<file path="src/rtl/dbg_pkg.sv">
// dbg_pkg: shared definitions for the debug-domain memory bridge.
//   - axi_tx_state_e : sender FSM states
//   - SIZE_*         : access size encodings (byte, halfword, word)
//   - *_DEF          : default values for the axi_tx parameters
package dbg_pkg;

    typedef enum logic [2:0] {
        StHold,
        StIdle,
        StWait,
        StResp,
        StDrain
    } axi_tx_state_e;

    localparam logic [2:0] SIZE_B = 3'd0;
    localparam logic [2:0] SIZE_H = 3'd1;
    localparam logic [2:0] SIZE_W = 3'd2;

    localparam int unsigned IGNORE_CYC_DEF = 15;
    localparam int unsigned TIMEOUT_W_DEF  = 16;

endpackage

</file>
<file path="src/rtl/dbg_sync.sv">
// dbg_sync: generic two-flop synchronizer, synchronous active-high reset to 0.
// Ports:
//   i_clk  destination clock
//   i_rst  synchronous active-high reset
//   i_d    asynchronous input
//   o_q    synchronized output (two destination-clock cycles of latency)
module dbg_sync #(
    parameter int unsigned WIDTH = 1
) (
    input  logic             i_clk,
    input  logic             i_rst,
    input  logic [WIDTH-1:0] i_d,
    output logic [WIDTH-1:0] o_q
);

    logic [WIDTH-1:0] r_meta;
    logic [WIDTH-1:0] r_sync;

    always_ff @(posedge i_clk) begin
        if (i_rst) begin
            r_meta <= '0;
            r_sync <= '0;
        end else begin
            r_meta <= i_d;
            r_sync <= r_meta;
        end
    end

    assign o_q = r_sync;

endmodule

</file>
<file path="src/rtl/axi_tx.sv">
// axi_tx: debug-domain sender of the toggle-handshake memory bridge.
// Accepts one memory access at a time on the req_* port, publishes a stable
// payload plus a tx_tog flip to the receiver, waits for rx_tog to match and
// returns the read data / error on the rsp_* port.
// Ports:
//   i_tx_clk, i_tx_rst              clock, synchronous active-high reset
//   i_req_* / o_req_ready           request handshake and payload
//   o_rsp_* / i_rsp_ready           response handshake and payload
//   o_busy                          high whenever the FSM is not idle
//   o_tx_tog, o_tx_mem_*            flopped outputs to the receiver
//   i_rx_tog, i_rx_mem_*            receiver acknowledge (asynchronous)
// Build option: define AXI_TX_TIMEOUT_EN to add the WAIT timeout counter.
module axi_tx
    import dbg_pkg::*;
#(
    parameter int unsigned IGNORE_CYC = IGNORE_CYC_DEF,
    parameter int unsigned TIMEOUT_W  = TIMEOUT_W_DEF
) (
    input  logic        i_tx_clk,
    input  logic        i_tx_rst,
    input  logic        i_req_valid,
    output logic        o_req_ready,
    input  logic [31:0] i_req_addr,
    input  logic        i_req_write,
    input  logic [31:0] i_req_wdata,
    input  logic [2:0]  i_req_size,
    input  logic [6:0]  i_req_prot,
    input  logic        i_req_secen,
    output logic        o_rsp_valid,
    input  logic        i_rsp_ready,
    output logic [31:0] o_rsp_rdata,
    output logic        o_rsp_slverr,
    output logic        o_rsp_timeout,
    output logic        o_busy,
    output logic        o_tx_tog,
    output logic [31:0] o_tx_mem_addr,
    output logic        o_tx_mem_write,
    output logic [31:0] o_tx_mem_wdata,
    output logic [2:0]  o_tx_mem_size,
    output logic [6:0]  o_tx_mem_prot,
    output logic        o_tx_mem_secen,
    input  logic        i_rx_tog,
    input  logic [31:0] i_rx_mem_rdata,
    input  logic        i_rx_mem_slverr
);

    localparam int unsigned HoldW = $clog2(IGNORE_CYC + 2);

    axi_tx_state_e r_state;
    axi_tx_state_e w_state_nxt;
    logic [HoldW-1:0] r_hold_cnt;
    logic        r_req_ready;
    logic        r_rsp_valid;
    logic [31:0] r_rsp_rdata;
    logic        r_rsp_slverr;
    logic        r_tx_tog;
    logic [31:0] r_tx_addr;
    logic        r_tx_write;
    logic [31:0] r_tx_wdata;
    logic [2:0]  r_tx_size;
    logic [6:0]  r_tx_prot;
    logic        r_tx_secen;

    logic        w_rx_tog_s;
    logic        w_match;
    logic        w_load_tx;
    logic        w_load_rsp;
    logic [31:0] w_rsp_rdata;
    logic        w_rsp_slverr;

    dbg_sync #(
        .WIDTH (1)
    ) u_rx_tog_sync (
        .i_clk (i_tx_clk),
        .i_rst (i_tx_rst),
        .i_d   (i_rx_tog),
        .o_q   (w_rx_tog_s)
    );

    // Level compare: any number of missed toggles still resolves to a match.
    assign w_match = (w_rx_tog_s == r_tx_tog);

`ifdef AXI_TX_TIMEOUT_EN
    logic [TIMEOUT_W-1:0] r_to_cnt;
    logic                 r_rsp_timeout;
    logic                 w_rsp_to;

    always_ff @(posedge i_tx_clk) begin
        if (i_tx_rst) begin
            r_to_cnt <= '0;
        end else if (w_load_tx) begin
            r_to_cnt <= '0;
        end else if (r_state == StWait) begin
            r_to_cnt <= r_to_cnt + TIMEOUT_W'(1);
        end
    end

    always_ff @(posedge i_tx_clk) begin
        if (i_tx_rst) begin
            r_rsp_timeout <= 1'b0;
        end else if (w_load_rsp) begin
            r_rsp_timeout <= w_rsp_to;
        end
    end

    assign o_rsp_timeout = r_rsp_timeout;
`else
    logic [TIMEOUT_W-1:0] w_unused_to;
    assign w_unused_to   = '0;
    assign o_rsp_timeout = 1'b0;
`endif

    always_comb begin
        w_state_nxt  = r_state;
        w_load_tx    = 1'b0;
        w_load_rsp   = 1'b0;
        w_rsp_rdata  = '0;
        w_rsp_slverr = 1'b0;
`ifdef AXI_TX_TIMEOUT_EN
        w_rsp_to     = 1'b0;
`endif
        unique case (r_state)
            StHold: begin
                // A receiver left toggled across our reset is flushed in DRAIN.
                if (r_hold_cnt <= HoldW'(1)) begin
                    w_state_nxt = w_match ? StIdle : StDrain;
                end
            end
            StIdle: begin
                if (i_req_valid && r_req_ready) begin
                    if (i_req_size <= SIZE_W) begin
                        w_load_tx   = 1'b1;
                        w_state_nxt = StWait;
                    end else begin
                        w_load_rsp   = 1'b1;
                        w_rsp_slverr = 1'b1;
                        w_state_nxt  = StResp;
                    end
                end
            end
            StWait: begin
                // Two synchronizer stages guarantee rx_mem_* has settled here.
                if (w_match) begin
                    w_load_rsp   = 1'b1;
                    w_rsp_rdata  = i_rx_mem_rdata;
                    w_rsp_slverr = i_rx_mem_slverr;
                    w_state_nxt  = StResp;
                end
`ifdef AXI_TX_TIMEOUT_EN
                else if (&r_to_cnt) begin
                    w_load_rsp   = 1'b1;
                    w_rsp_slverr = 1'b1;
                    w_rsp_to     = 1'b1;
                    w_state_nxt  = StResp;
                end
`endif
            end
            StResp: begin
                if (i_rsp_ready) begin
`ifdef AXI_TX_TIMEOUT_EN
                    // The late acknowledge of a timed-out access is absorbed in DRAIN.
                    w_state_nxt = r_rsp_timeout ? StDrain : StIdle;
`else
                    w_state_nxt = StIdle;
`endif
                end
            end
            StDrain: begin
                if (w_match) begin
                    w_state_nxt = StIdle;
                end
            end
            default: w_state_nxt = StHold;
        endcase
    end

    always_ff @(posedge i_tx_clk) begin
        if (i_tx_rst) begin
            r_state      <= StHold;
            r_hold_cnt   <= HoldW'(IGNORE_CYC);
            r_req_ready  <= 1'b0;
            r_rsp_valid  <= 1'b0;
            r_rsp_rdata  <= '0;
            r_rsp_slverr <= 1'b0;
            r_tx_tog     <= 1'b0;
            r_tx_addr    <= '0;
            r_tx_write   <= 1'b0;
            r_tx_wdata   <= '0;
            r_tx_size    <= '0;
            r_tx_prot    <= '0;
            r_tx_secen   <= 1'b0;
        end else begin
            r_state     <= w_state_nxt;
            r_req_ready <= (w_state_nxt == StIdle);
            r_rsp_valid <= (w_state_nxt == StResp);
            if ((r_state == StHold) && (r_hold_cnt != '0)) begin
                r_hold_cnt <= r_hold_cnt - HoldW'(1);
            end
            if (w_load_tx) begin
                r_tx_tog   <= ~r_tx_tog;
                r_tx_addr  <= i_req_addr;
                r_tx_write <= i_req_write;
                r_tx_wdata <= i_req_wdata;
                r_tx_size  <= i_req_size;
                r_tx_prot  <= i_req_prot;
                r_tx_secen <= i_req_secen;
            end
            if (w_load_rsp) begin
                r_rsp_rdata  <= w_rsp_rdata;
                r_rsp_slverr <= w_rsp_slverr;
            end
        end
    end

    assign o_req_ready    = r_req_ready;
    assign o_rsp_valid    = r_rsp_valid;
    assign o_rsp_rdata    = r_rsp_rdata;
    assign o_rsp_slverr   = r_rsp_slverr;
    assign o_busy         = (r_state != StIdle);
    assign o_tx_tog       = r_tx_tog;
    assign o_tx_mem_addr  = r_tx_addr;
    assign o_tx_mem_write = r_tx_write;
    assign o_tx_mem_wdata = r_tx_wdata;
    assign o_tx_mem_size  = r_tx_size;
    assign o_tx_mem_prot  = r_tx_prot;
    assign o_tx_mem_secen = r_tx_secen;

endmodule

</file>
<file path="config.mk">
export PLATFORM = sky130hd
export DESIGN_NAME = axi_tx
export DESIGN_NICKNAME = d
export VERILOG_FILES = /design/src/rtl/dbg_pkg.sv /design/src/rtl/dbg_sync.sv /design/src/rtl/axi_tx.sv
export SDC_FILE = /design/constraint.sdc
export NUM_CORES = 1
export LEC_CHECK = 0
export ABC_AREA = 1
export CORE_MARGIN = 2
export CORE_UTILIZATION = 43
export DETAILED_ROUTE_END_ITERATION = 16
export GPL_TIMING_DRIVEN = 1
export PLACE_DENSITY_LB_ADDON = 0.15
export SKIP_LAST_GASP = 1
export SYNTH_ARGS = -nofsm -noshare
export SYNTH_HDL_FRONTEND = slang
export SYNTH_SLANG_ARGS = --single-unit
</file>
<file path="constraint.sdc">
create_clock -name i_tx_clk -period 2.13 [get_ports i_tx_clk]
set_clock_uncertainty 0.2 [all_clocks]
set_input_delay 0.426 -clock i_tx_clk [delete_from_list [all_inputs] [get_ports i_tx_clk]]
set_output_delay 0.426 -clock i_tx_clk [all_outputs]
set_load 0.02 [all_outputs]
</file>
==> summary.md, run 1 <==
Dividing total power by cell area gives a power density of 695 nW/um^2. The run gives 785 as the count of filler cells inserted in the layout. The footprint of the multi-input gates was 1770 sq um; the final cell area excluding filler cells was 7620 sq um. After layout, the minimum clock period comes to 2.09 ns.

Critical path capture point type: an output pin. In this run the most critical hold path is launched from u_rx_tog_sync.r_meta. The flow ran to the end, and the final reports show no timing, DRC or antenna violations.

In this run, the number of DRC markers left after iteration 0 of detailed routing was 328. Following the worst setup path forward leads to its endpoint at o_tx_mem_wdata[14]. In this run the worst setup path begins at o_tx_mem_wdata[14].

The critical path is of the reg2out type. Yosys attributes the largest share of cell area to dfxtp_1 54%, nor2_1 14%, o21ai_0 5.4%, nand2_1 5.1%, nand3_1 4.4%. The depth of the critical timing path with buffers and inverters included is 1, and the count of pins on the block boundary is 228.

Of the synthesized area, sequential elements account for 53.6%. The logs give 0 for the max-slew violation total from the final report and 4.24 nW for the leakage power of the design. Setup violations remaining at the end of the flow were counted as 0. Of the post-synthesis cell area, the dominant cell type holds 53.6%. Hold buffer count at cts: 0. The count of different cell masters after synthesis came out at 26. The maximum single-stage delay on the critical path came out at 0.63 ns. The sequential cells in the finished layout cover a total of 2440 sq um. The number of antenna violations at the first check in global routing was 1; the horizontal die dimension was 107 microns. Measured along the y axis, the die boundary spans 107 microns. The endpoint of the lowest-slack register-to-register path was o_rsp_slverr. Across the VDD grid, the largest voltage drop is 0.597 mV.

In the final design database the tool counted 916 nets. The worst hold path was traced through 2 stages. Critical path's slowest cell: clkdlybuf4s50_1.

Across all layers, the routed design uses 4646 vias. The clock-pin slew of the registers on the worst-case setup and hold paths came out at 0.06 ns. The run gives 0.50 ns as the insertion delay of the later-clocked pin in the worst-skew pair. Global-route congestion overflow total: 0. In the finished design, the share of the clock period the worst path needs comes to 98.2%.

Yosys printed 0 warnings. Class of the most critical hold timing path: reg2reg. The post-route netlist has 6.90% of its cells at a drive strength greater than 1. Counting flops and latches in the post-synthesis netlist gives 122. For this run, the detailed router's first-pass iteration total came to 4. The worst setup slack after layout is 0.0390 ns, and the number of enable-type register cells in the synthesized netlist is 0. Worst endpoint required time: 1.50 ns. The async set-or-reset flop fraction in the synthesized netlist is 0%. The most common cell in the synthesized netlist is nor2_1. In the global route stage, overall resource usage came out at 24.8%. The largest total area in the synthesized netlist belongs to dfxtp_1. In this design, the largest share of critical-path delay is due to buffers and inverters. Entering global routing, the biggest net connects 49 pins.

The run gives 0 as the total DRC errors in the routed layout. Once the floorplan was initialized, standard cells occupied 44.2% of the core. STA classifies the critical path startpoint as a flip-flop. In the synthesized netlist, the cells that appear most often are 169 x nor2_1, 122 x dfxtp_1, 62 x nand2_1, 49 x o21ai_0, 40 x nand3_1. TritonCTS built the clock tree.

The tool flagged a number of max-cap violations equal to 0. The clock tree synthesis step divided the H-tree into 4 levels. At the worst endpoint, the arrival time is 1.46 ns.

The logs give 4619 for the number of global-route vias before repair and 4560 sq um for the netlist area before placement. Once placement finished, the instance area stood at 6900 sq um. The number of buffers on the longest clock path was 2. The floorplan core area was 10300 sq um. Dominant register cell in the synthesized netlist: dfxtp_1. The startpoint identified for the worst register-to-register timing path is o_tx_tog.

In this run the register-to-register setup slack is 0.47 ns. Dividing the detail-routed wire length by the instance count gives 15.1 microns. The highest achievable clock rate was 478 MHz; the routed via count divided by cell count was 4.90. Input and output buffers added on the ports amount to 226.

The total routed wirelength came out at 14.4 mm. After legalization and detailed placement, the total HPWL measured 9.86 mm. The number of buffers inserted during clock tree synthesis is 17. Counting every net in the synthesized netlist gives 697. The logs give 122 for the number of sinks driven by the clock tree and 0.770 for the placer congestion estimate.

After technology mapping, the gate count stands at 580. The tools report the root buffer selected by CTS as clkbuf_8. The final-report hold violation count is 0. The critical path goes through clkdlybuf4s50_1. The first global-routing pass estimated 22.3 mm of wire. The buffer and inverter count on the worst path was 1. The initialized floorplan defines 37 standard-cell rows. The area growth from synthesis to layout is 67.2%.

The total die area is 11400 sq um, and the post-place setup slack is 0.0184 ns. The remaining number of nets flagged by the antenna check after routing is 0, and the synthesized area divided by synthesized cell count is 7.86 sq um. The highest net fanout along the worst path was 2; the worst reg2reg path depth was 8.
## worst min-delay path: cells and delay by family (launching register included)
| family | cells | cell delay (ns) |
|---|---|---|
| buffers and inverters | 1 | 0.04 |
| DFF | 1 | 0.30 |
| and+or+nand+nor | 1 | 0.03 |
## routing by layer
metal	share of wire (%)	GRT usage (%)	routed length, microns	vias up
li1	-	-	-	2311
met1	39	27.3	5550	2124
met2	50	42.1	7190	188
met3	9.2	11.1	1320	23
met4	2.2	8.91	310	0
met5	0	0	0	-
## cell usage in the layout (no fill, tap or decap), types with 2 or more instances in the layout
cell and instances:
bufinv_16 2, o21ai_0 49, inv_1 14, clkinv_4 2, clkinvlp_4 5, dlymetal6s2s_1 66, nand2_2 2, a21oi_1 36
nand2_1 62, dlygate4sd2_1 4, nand3_1 40, clkdlybuf4s50_1 155, ha_1 3, inv_6 2, nor2_4 2, clkbuf_16 16
buf_4 6, clkinv_2 3, buf_12 7, inv_2 5, nor2_1 169, dfxtp_1 122, o21ai_1 30
## repair_timing
item,CTS,global route
pin swaps,0,0
endpoints found under the hold margin,0,0
setup endpoints to repair,5,67
buffers inserted,0,0
resized for setup,5,68
## flip-flops by register name, indices dropped and copies added (netlist names), 3 cells and up
signal / cells
o_rsp_rdata: 32
o_tx_mem_prot: 7
r_state: 3
o_tx_mem_size: 3
o_tx_mem_wdata: 32
o_tx_mem_addr: 32
r_hold_cnt: 5
## final cells by class
class                           instances  area share, %
Clock inverter                         14           1.94
Timing Repair Buffer                  239           34.1
Tap cell                              136           2.23
Antenna cell                            1         0.0328
Multi-Input combinational cell        400           23.2
Clock buffer                           18           5.48
Sequential cell                       122           32.0
Inverter                               19          0.935
## report_power, final
group / switching [mW] / internal [mW]
clock: 1.06 / 1.67
combinational: 0.0845 / 0.199
sequential: 0.00496 / 2.29
## logic make-up after synthesis
kind of cell,after synthesis,share of synthesized area [%]
fa+ha+maj,3,0.823
other cells,1,0.0822
buf+inv,58,7.60
simple gates,280,25.1
flops,122,53.6
xor+xnor,1,0.192
compound gates,115,12.6
## stage by stage
stage	std cells	util (%)	power, mW	hold slack, ns	setup TNS, ns
2_1_floorplan	580	-	2.40	0.188	0
3_3_place_gp	916	66.9	2.62	0.199	0
3_5_place_dp	916	66.9	2.62	0.207	0
4_1_cts	948	72.3	5.34	0.219	0
5_1_grt	948	73.8	5.49	0.237	-0.00771
6_report	949	73.9	5.30	0.216	0
## how the worst min path moves through the flow
stage                        endpoint  slack [ns]
global placement    u_rx_tog_sync.o_q        0.20
global route        u_rx_tog_sync.o_q        0.24
floorplan           u_rx_tog_sync.o_q        0.19
finish              u_rx_tog_sync.o_q        0.22
CTS                 u_rx_tog_sync.o_q        0.22
detailed placement  u_rx_tog_sync.o_q        0.21
Note: power is estimated with default switching activity, not from simulation.
==> inputs of run 2 (changes only) <==
MAX_ROUTING_LAYER = met4   (was not set)
==> run 2 against run 1 <==
Compared with the run above: core utilization is 0.36 points lower; maximum frequency shrank 0.60%; combinational power is essentially flat; highest routed layer unchanged; critical path type unchanged; setup slack got worse by 0.013 ns.
==> summary.md, run 2 (synthesis gave the netlist of run 1 again) <==
The number of antenna violations at the first check in global routing was 1. Row generation in the floorplan step produced 37 rows. TritonCTS built the clock tree. The tools report the critical path capture point type as an output pin.

The buffer and inverter count on the worst path was 1; the max-slew violation total from the final report was 0. Leaving out fill and tap cells, the most frequent cells in the layout are 170 x clkdlybuf4s50_1, 169 x nor2_1, 122 x dfxtp_1. The number of gates resized after CTS was 5.

The worst endpoint data arrival time was 1.48 ns; the final worst-path cycle share was 98.8%. The largest net degree at the start of global routing is 49. The die boundary height is 107 microns. Dividing the detail-routed via count by the number of cells gives 4.91. The run gives 0 as the number of maximum-capacitance constraint violations. Along the worst path, the maximum fanout reaches 2.

Based on the critical path, the design can be clocked at up to 475 MHz. The number of buffers inserted during clock tree synthesis is 17. Traced cell by cell, the critical path runs through clkdlybuf4s50_1.

STA classifies the critical path startpoint as a flip-flop. The most common library cell in the layout ignoring fill and taps was clkdlybuf4s50_1. The tools report the floorplan core area as 10300 sq um. On the final layout, the worst hold slack is 0.216 ns. Counting along the longest clock path gives a buffer depth of 2. Setup repair after global routing left no endpoint under its margin. In the final design database the tool counted 916 nets. The layout cell share with drive strength beyond 1 was 6.90%. The count of pins on the block boundary came out at 228. For the count of endpoints failing setup in the final report, the log shows 0. In the global route stage, overall resource usage came out at 25.4%.

Across the VDD grid, the largest voltage drop is 0.599 mV. For this run, the slowest stage of the critical path takes 0.63 ns. For this configuration, the core starts out at a cell density of 44.2%. Along the worst hold path, the cell count comes to 2. The insertion delay of the later-clocked pin in the worst-skew pair is 0.50 ns, and the leakage power of the design is 3.96 nW. The number of cells on the worst reg-to-reg path is 8. The number of global-route vias before repair is 4642, and the layout overhead on the synthesized area is 66.4%. For this run, design rule violations remaining after detail routing come to 0. For this block, the initial DRC count from the detailed router was 332.

Summing over every cut layer, the via total after detailed routing is 4657. For the worst setup slack after layout, the log shows 0.0264 ns. From left edge to right edge, the die measures 107 microns. The run gives 1.50 ns as the worst endpoint required time.

Number of sinks driven by the clock tree: 122. In this run the tool buffered the top-level ports with 226 buffer cells. The run gives 0 as the hold buffer count at cts. The total half-perimeter wirelength after legalization and detailed placement is 9.86 mm, and the placer congestion estimate is 0.781. The logs give 4 for the H-tree level count and 0 ns for the summed negative setup slack over all endpoints.

The tools report the final-report hold violation count as 0. The top cell family by delay on the critical path is buffers and inverters. For the number of search-and-repair iterations in the first detailed-routing pass, the log shows 5.

Post-place setup slack: 0.0184 ns. After detailed routing, the total wire length is 14.3 mm. The depth of the critical timing path with buffers and inverters included came out at 1.

After detailed routing, the average wire length per cell comes to 15.1 microns. For the number of buffers inserted by post-CTS setup repair, the log shows 0. The tree is rooted in a clkbuf_8. The class of the most critical hold timing path is reg2reg. The first global-routing pass estimated 22.2 mm of wire.

Subtracting the final worst setup slack from the clock period gives 2.10 ns. The worst setup path is of the reg2out kind. Global routing finished with a remaining overflow of 0.

For this design, the slowest cell found on the critical path is clkdlybuf4s50_1. The run finished with clean final reports. For this design the ratio of total power to cell area is 698 nW/um^2.

Clock-pin slew was measured on the worst setup and hold paths at 0.06 ns. The run gives 11400 sq um as the total die area. The detail route stage leaves a number of antenna-violating nets equal to 0.
-- run 2: metrics by stage --
stage / cells / utilization [%] / power, mW / instance area, sq um
after floorplan: 580 / - / 2.40 / 4560
after global placement: 916 / 66.9 / 2.62 / 6900
after detailed placement: 916 / 66.9 / 2.62 / 6900
after CTS: 948 / 72.3 / 5.34 / 7460
after global routing: 949 / 73.5 / 5.48 / 7590
final: 949 / 73.5 / 5.30 / 7590
-- run 2: where the power goes --
part	total (mW)	switching (mW)	internal [mW]
registers	2.29	0.00509	2.29
clock network	2.72	1.06	1.66
logic	0.283	0.0840	0.199
total	5.30	1.15	4.15
-- run 2: cell type report --
| type | instances | area, sq um |
|---|---|---|
| Timing Repair Buffer | 239 | 2560 |
| Tap cell | 136 | 170 |
| Multi-Input combinational cell | 400 | 1770 |
| Sequential cell | 122 | 2440 |
| Clock inverter | 14 | 148 |
| Inverter | 19 | 71.3 |
| Antenna cell | 1 | 2.50 |
| Fill cell | 791 | 2740 |
| Clock buffer | 18 | 418 |
-- run 2: worst reg2reg max path, cell delays in order, from the launching register on --
cell      delay (ns)
dfxtp_1         0.41
inv_2           0.06
nand2_1         0.06
nand2_1         0.12
nor2_4          0.12
buf_4           0.31
nand3b_1        0.14
nand2_1         0.08
nor2_1          0.05
-- run 2: worst paths after layout --
| path | startpoint | end | slack, ns |
|---|---|---|---|
| min | u_rx_tog_sync.r_meta | u_rx_tog_sync.o_q | 0.22 |
| max reg2reg | o_tx_tog | o_rsp_slverr | 0.47 |
| min reg2reg | u_rx_tog_sync.r_meta | u_rx_tog_sync.o_q | 0.22 |
| max | o_tx_mem_wdata[22] | o_tx_mem_wdata[22] | 0.03 |
-- run 2: per-layer routing --
| metal | global-route usage [%] | up-vias | wire, microns |
|---|---|---|---|
| li1 | - | 2310 | - |
| met1 | 27.9 | 2133 | 5660 |
| met2 | 42.2 | 185 | 7130 |
| met3 | 9.42 | 29 | 1200 |
| met4 | 9.18 | 0 | 320 |
| met5 | - | - | 0 |
